===== config.mk =====
export PLATFORM = sky130hd
export DESIGN_NAME = window_sum_stage
export DESIGN_NICKNAME = d
export VERILOG_FILES = /design/src/rtl/window_sum_stage.sv
export SDC_FILE = /design/constraint.sdc
export NUM_CORES = 2
export LEC_CHECK = 0
export BUFFER_PORTS_ARGS = -buffer_cell sky130_fd_sc_hd__buf_2
export CAP_MARGIN = 40
export CORE_MARGIN = 4
export CORE_UTILIZATION = 63
export DETAILED_ROUTE_END_ITERATION = 8
export PLACE_DENSITY = 0.81
export SLEW_MARGIN = 20
export SYNTH_ARGS = -nofsm -noshare
export SYNTH_HDL_FRONTEND = slang
export SYNTH_SLANG_ARGS = --single-unit
export TNS_END_PERCENT = 50

===== constraint.sdc =====
create_clock -name clk -period 50.1 [get_ports clk]
set_input_delay 10.02 -clock clk [delete_from_list [all_inputs] [get_ports clk]]
set_output_delay 10.02 -clock clk [all_outputs]
set_load 0.005 [all_outputs]

===== src/rtl/window_sum_stage.sv =====
// window_sum_stage
// Sliding-window modular sum over the most recent DEPTH accepted words.
// Each accepted word updates a running sum (add new, subtract the word that
// falls out of the window) and the result is queued in a 2-entry skid FIFO
// with valid/ready handshakes on both sides.
//
// Optional feature macro: WINDOW_SUM_FLUSH_EN
//   When defined, a 'flush' input is present. Flush clears the window
//   (fill, sum, write pointer) but leaves the output FIFO untouched.
//   A word accepted in the same cycle as flush starts a fresh window.
//   When undefined, the window is cleared only by rst.

module window_sum_stage #(
  parameter int WIDTH = 100,
  parameter int DEPTH = 10
) (
  input  logic             clk,
  input  logic             rst,
`ifdef WINDOW_SUM_FLUSH_EN
  input  logic             flush,
`endif
  input  logic [WIDTH-1:0] in_data,
  input  logic             in_valid,
  output logic             in_ready,
  output logic [WIDTH-1:0] out_data,
  output logic             out_valid,
  input  logic             out_ready,
  output logic             window_full
);

  localparam int PTR_W  = (DEPTH > 1) ? $clog2(DEPTH) : 1;
  localparam int FILL_W = $clog2(DEPTH + 1);
  localparam logic [PTR_W-1:0]  LAST_PTR  = PTR_W'(DEPTH - 1);
  localparam logic [FILL_W-1:0] FULL_FILL = FILL_W'(DEPTH);

  // Window history and running state
  logic [WIDTH-1:0]  histBuf [DEPTH];
  logic [PTR_W-1:0]  wptr;
  logic [FILL_W-1:0] fill;
  logic [WIDTH-1:0]  sum;

  // Output skid FIFO: head is what the consumer sees, tail is the overflow slot
  logic [WIDTH-1:0]  fifoHead;
  logic [WIDTH-1:0]  fifoTail;
  logic [1:0]        occ;

  // Handshake and next-state helpers
  logic              flushNow;
  logic              accept;
  logic              pop;
  logic [PTR_W-1:0]  wptrEff;
  logic [FILL_W-1:0] fillEff;
  logic [WIDTH-1:0]  sumEff;
  logic [WIDTH-1:0]  oldWord;
  logic [WIDTH-1:0]  sumNext;

`ifdef WINDOW_SUM_FLUSH_EN
  assign flushNow = flush;
`else
  assign flushNow = 1'b0;
`endif

  // in_ready depends only on registered occupancy, so there is no
  // combinational path from out_ready or in_valid back to the upstream stage.
  assign in_ready    = (occ < 2'd2);
  assign out_valid   = (occ != 2'd0);
  assign out_data    = fifoHead;
  assign window_full = (fill == FULL_FILL);

  assign accept = in_valid & in_ready;
  assign pop    = out_valid & out_ready;

  // Effective window state seen by this cycle's word: a flush takes effect
  // first so a simultaneous word opens a fresh window. The evicted word only
  // counts once the window is full; before that the slot holds stale data.
  always_comb begin
    wptrEff = flushNow ? '0 : wptr;
    fillEff = flushNow ? '0 : fill;
    sumEff  = flushNow ? '0 : sum;
    oldWord = (fillEff == FULL_FILL) ? histBuf[wptrEff] : '0;
    sumNext = sumEff + in_data - oldWord;
  end

  // Window update: store the word, advance the circular pointer, saturate fill
  always_ff @(posedge clk or posedge rst) begin
    if (rst) begin
      wptr <= '0;
      fill <= '0;
      sum  <= '0;
      for (int i = 0; i < DEPTH; i++) begin
        histBuf[i] <= '0;
      end
    end else if (accept) begin
      histBuf[wptrEff] <= in_data;
      wptr <= (wptrEff == LAST_PTR) ? '0 : wptrEff + 1'b1;
      fill <= (fillEff == FULL_FILL) ? FULL_FILL : fillEff + 1'b1;
      sum  <= sumNext;
    end else if (flushNow) begin
      wptr <= '0;
      fill <= '0;
      sum  <= '0;
    end
  end

  // Output FIFO: push the new sum on accept, shift tail to head on pop.
  // Push and pop together only happen at occ=1 (occ=2 blocks accept,
  // occ=0 blocks pop), in which case the head is simply replaced.
  always_ff @(posedge clk or posedge rst) begin
    if (rst) begin
      fifoHead <= '0;
      fifoTail <= '0;
      occ      <= 2'd0;
    end else begin
      case ({accept, pop})
        2'b11: begin
          fifoHead <= sumNext;
        end
        2'b10: begin
          if (occ == 2'd0) begin
            fifoHead <= sumNext;
            occ      <= 2'd1;
          end else begin
            fifoTail <= sumNext;
            occ      <= 2'd2;
          end
        end
        2'b01: begin
          if (occ == 2'd2) begin
            fifoHead <= fifoTail;
            occ      <= 2'd1;
          end else begin
            occ      <= 2'd0;
          end
        end
        default: begin
        end
      endcase
    end
  end

endmodule


==> impl_metrics.py <==
metrics = {
    "floorplan": {
        "core.rowCount": 116,
        "die_width_um": 326,
        "initial_core_util_pct": 63.6,
        "die_height_um": 326,
        "core_sq_um": 100000,
        "design.die.area_sq_um": 106000,
        "i_o_pin_cnt": 207,
    },
    "cts": {
        "numCtsBuffers": 137,
        "h-tree-depth": 4,
        "clock_latency_ps": 760,
        "holdBufCountCts": 0,
        "post_cts_resized": 0,
        "cts_root_buffer": "sky130_fd_sc_hd__clkbuf_16",
        "max-clock-path-buffers": 3,
        "cts.sinks": 1310,
        "postcts_setup_bufs": 0,
        "path_clk_slew_ps": 60,
        "cts_tree": "done",
    },
    "synth": {
        "cells_after_synthesis": 6157,
        "synth-edff-count": 0,
        "synthTopCellsByCount": "1310 x sky130_fd_sc_hd__dfrtp_1, 1210 x sky130_fd_sc_hd__nand2_1, 1075 x sky130_fd_sc_hd__o21ai_0, 392 x sky130_fd_sc_hd__inv_1, 367 x sky130_fd_sc_hd__clkbuf_1",
        "yosys_warnings": 0,
        "synth_cell_types": 72,
        "synth_fp_nets": 6465,
        "synth_top_area_share_pct": 51.5,
        "synth_top_area_cell": "sky130_fd_sc_hd__dfrtp_1",
        "cell_types_with_the_largest_area_share_after_synthesis": "sky130_fd_sc_hd__dfrtp_1 51%, sky130_fd_sc_hd__o21ai_0 8.5%, sky130_fd_sc_hd__nand2_1 7.1%, sky130_fd_sc_hd__mux4_2 7.1%, sky130_fd_sc_hd__mux2_2 5.1%",
        "async_flop_share_pct": 100,
        "post_synth_instance_area_sq_um": 63700,
        "average_instance_area_after_synthesis_sq_um": 10.3,
        "most_common_cell_in_the_netlist": "sky130_fd_sc_hd__dfrtp_1",
        "ys_ff_latch": 1310,
        "synth-main-ff-cell": "sky130_fd_sc_hd__dfrtp_1",
        "yosysSeqAreaShare_pct": 51.5,
    },
    "cells_and_area": {
        "final_util_pct": 70.8,
        "area_taken_by_multi_input_logic_gates_sq_um": 27900,
        "num-nets-final": 6483,
        "flow.area_growth_from_synthesis_pct": 11.4,
        "sequential_cell_area_sq_um": 32800,
        "final_layout_size_suffix_gt1_share_pct": 16.6,
        "fillers": 6888,
    },
    "place": {
        "io_buffer_count": 206,
        "dp_hpwl_um": 116000,
        "routabilityCongestion": 0.968,
    },
    "global_route": {
        "grt_max_degree": 192,
        "grt_pass1_vias": 49700,
        "antenna_found_initial": 8,
        "globalRouteOverflowTotal": 0,
        "grt_pass1_wl_um": 283000,
        "groute.usage.overall_pct": 34.1,
    },
    "drt": {
        "drtAntennaViolNets": 0,
        "drt_iter0_markers": 5391,
        "pre_antenna_drt_iters": 9,
        "route.final.wire_length_um": 180000,
        "routed-via-count": 49000,
        "routedWlPerCell_um": 23.8,
        "highest_layer": "met5",
        "vias_per_cell": 6.47,
        "detail_route.wirelength.met1_um": 71200,
        "met2RoutedLength_um": 83700,
        "drc_errors": 0,
        "met3RoutedLength_um": 18900,
    },
    "critical_path": {
        "regToRegEndpoint": "fifoTail[99]",
        "setup.worst_path.start_class": "input port",
        "r2r_slack_ps": 42280,
        "worstPathMaxFanout": 9,
        "ff2ff_path_depth": 19,
        "reg_to_reg_critical_path_startpoint": "wptr[0]",
        "cp_data_arrival_time_ps": 14820,
        "worstSetupEndpointType": "flop",
        "critical_path_data_required_time_ps": 50730,
        "path_class": "in2reg",
    },
    "sta": {
        "report.final.setup_viol": 0,
        "finalSetupTns_ps": 0,
        "achievable-frequency_mhz": 70.5,
        "slew-limit-headroom_pct": 27.8,
        "setup_repair_after_global_routing_missed_its_margin": "no",
        "hold_violations": 0,
        "tightestPinTransition_ps": 1080,
        "post-route-period-util_pct": 28.3,
        "timing.final.max_slew_violations": 0,
        "layout_min_cycle_time_ps": 14180,
        "fin_skew_ps": 32.5,
    },
    "power_and_ir_drop": {
        "p_leak_nw": 32.9,
        "p_per_area_nw_per_um2": 75.0,
        "vdd_ir_drop_max_mv": 0.0482,
    },
    "hold_path": {
        "hp-start": "histBuf[748]",
        "holdPathStages": 2,
        "min_path_type": "reg2reg",
        "timing.hold.worst_endpoint": "histBuf[748]",
    },
    "run": {
        "cap_viol_max_count": 0,
    },
    "run_status": {
        "status": "completed",
    },
}
report_power, final:
part | total [mW] | internal [mW] | leakage [nW] | switching (mW)
Combinational | 2.39 | 0.940 | 13.9 | 1.45
Sequential | 1.89 | 1.57 | 16.8 | 0.322
Clock | 1.03 | 0.611 | 2.24 | 0.423
worst max-delay path by stage:
| stage | end | depth (start not counted) | slack, ps | start |
|---|---|---|---|---|
| after floorplan | fifoTail[0] | 1 | 3150 | rst |
| after global placement | out_data[98] | 15 | 35220 | in_data[21] |
| after detailed placement | out_data[98] | 15 | 35130 | in_data[21] |
| after CTS | out_data[98] | 15 | 35920 | in_data[21] |
| after global routing | out_data[93] | 16 | 35720 | in_data[1] |
| final | fifoTail[99] | 16 | 35920 | in_data[1] |
sequential cells by signal (all words and copies together) (netlist names):
register	cells
out_data	100
sum	100
histBuf	1000
wptr	4
fifoTail	100
fill	4
occ	2
worst max-delay path, cell delays in order:
cell and delay (ps):
sky130_fd_sc_hd__buf_2 100, sky130_fd_sc_hd__inv_1 130, sky130_fd_sc_hd__fa_1 560, sky130_fd_sc_hd__inv_1 60, sky130_fd_sc_hd__ha_1 300, sky130_fd_sc_hd__a211oi_1 320, sky130_fd_sc_hd__o211ai_1 160, sky130_fd_sc_hd__a311oi_1 570
sky130_fd_sc_hd__nor4_1 190, sky130_fd_sc_hd__nor3_2 360, sky130_fd_sc_hd__a21oi_1 250, sky130_fd_sc_hd__a221oi_1 600, sky130_fd_sc_hd__nand2_1 310, sky130_fd_sc_hd__a311oi_2 590, sky130_fd_sc_hd__a211o_1 220, sky130_fd_sc_hd__nand3_1 70
layout by cell type, fill, tap and decap left out, types with 9 or more instances in the layout:
master and n:
sky130_fd_sc_hd__dfrtp_1 1308, sky130_fd_sc_hd__nand2_1 1202, sky130_fd_sc_hd__o21ai_0 1075, sky130_fd_sc_hd__inv_1 391, sky130_fd_sc_hd__a21oi_1 318, sky130_fd_sc_hd__mux2_2 288
sky130_fd_sc_hd__buf_2 206, sky130_fd_sc_hd__mux4_2 200, sky130_fd_sc_hd__clkbuf_16 141, sky130_fd_sc_hd__nor2_1 122, sky130_fd_sc_hd__ha_1 104, sky130_fd_sc_hd__a222oi_1 100
sky130_fd_sc_hd__fa_1 99, sky130_fd_sc_hd__buf_4 55, sky130_fd_sc_hd__xnor2_1 54, sky130_fd_sc_hd__xor2_1 48, sky130_fd_sc_hd__nand4_1 43, sky130_fd_sc_hd__a21o_1 39
sky130_fd_sc_hd__nand3_1 35, sky130_fd_sc_hd__clkbuf_1 35, sky130_fd_sc_hd__o21a_1 34, sky130_fd_sc_hd__and3_1 33, sky130_fd_sc_hd__clkbuf_8 32, sky130_fd_sc_hd__o21bai_1 30
sky130_fd_sc_hd__buf_16 28, sky130_fd_sc_hd__a31oi_1 21, sky130_fd_sc_hd__nor3_1 20, sky130_fd_sc_hd__o211ai_1 18, sky130_fd_sc_hd__buf_12 13, sky130_fd_sc_hd__clkinv_2 11
sky130_fd_sc_hd__bufinv_16 9
final cells by class:
class                      instances  area share (%)
inverter                         394            2.10
timing repair buffer             304            3.52
multi-input combinational       4028            39.4
sequential                      1310            46.2
antenna                            3          0.0106
clock buffer                     208            5.78
tap                             1298            2.29
clock inverter                    31           0.637
routing by layer:
| metal | vias to the layer above | global-route usage (%) |
|---|---|---|
| met5 | - | 0 |
| met4 | 6 | 13.8 |
| met3 | 463 | 8.41 |
| met2 | 2591 | 52.4 |
| met1 | 24600 | 47.3 |
| li1 | 21400 | - |
per-stage QoR:
stage / instance area (sq um) / total power, mW / hold slack [ps] / cells / setup WS, ps
2_1_floorplan: 63700 / 3.45 / 442 / 6157 / 3150
3_3_place_gp: 65300 / 4.06 / 454 / 7294 / 35220
3_5_place_dp: 66000 / 4.19 / 463 / 7321 / 35130
4_1_cts: 70600 / 5.26 / 476 / 7560 / 35920
5_1_grt: 70900 / 5.65 / 491 / 7574 / 35720
6_report: 70900 / 5.32 / 473 / 7576 / 35920
cells by family after synthesis:
logic type	Yosys count	synth area share (%)
AO/OA/AOI/OAI	1703	15.1
AND/OR/NAND/NOR	1525	9.68
flip-flops	1310	51.5
buffers and inverters	819	4.85
multiplexers	494	12.3
adder cells (fa/ha/maj)	204	5.18
XOR/XNOR	102	1.40
Power figures use the tool's default switching activity.
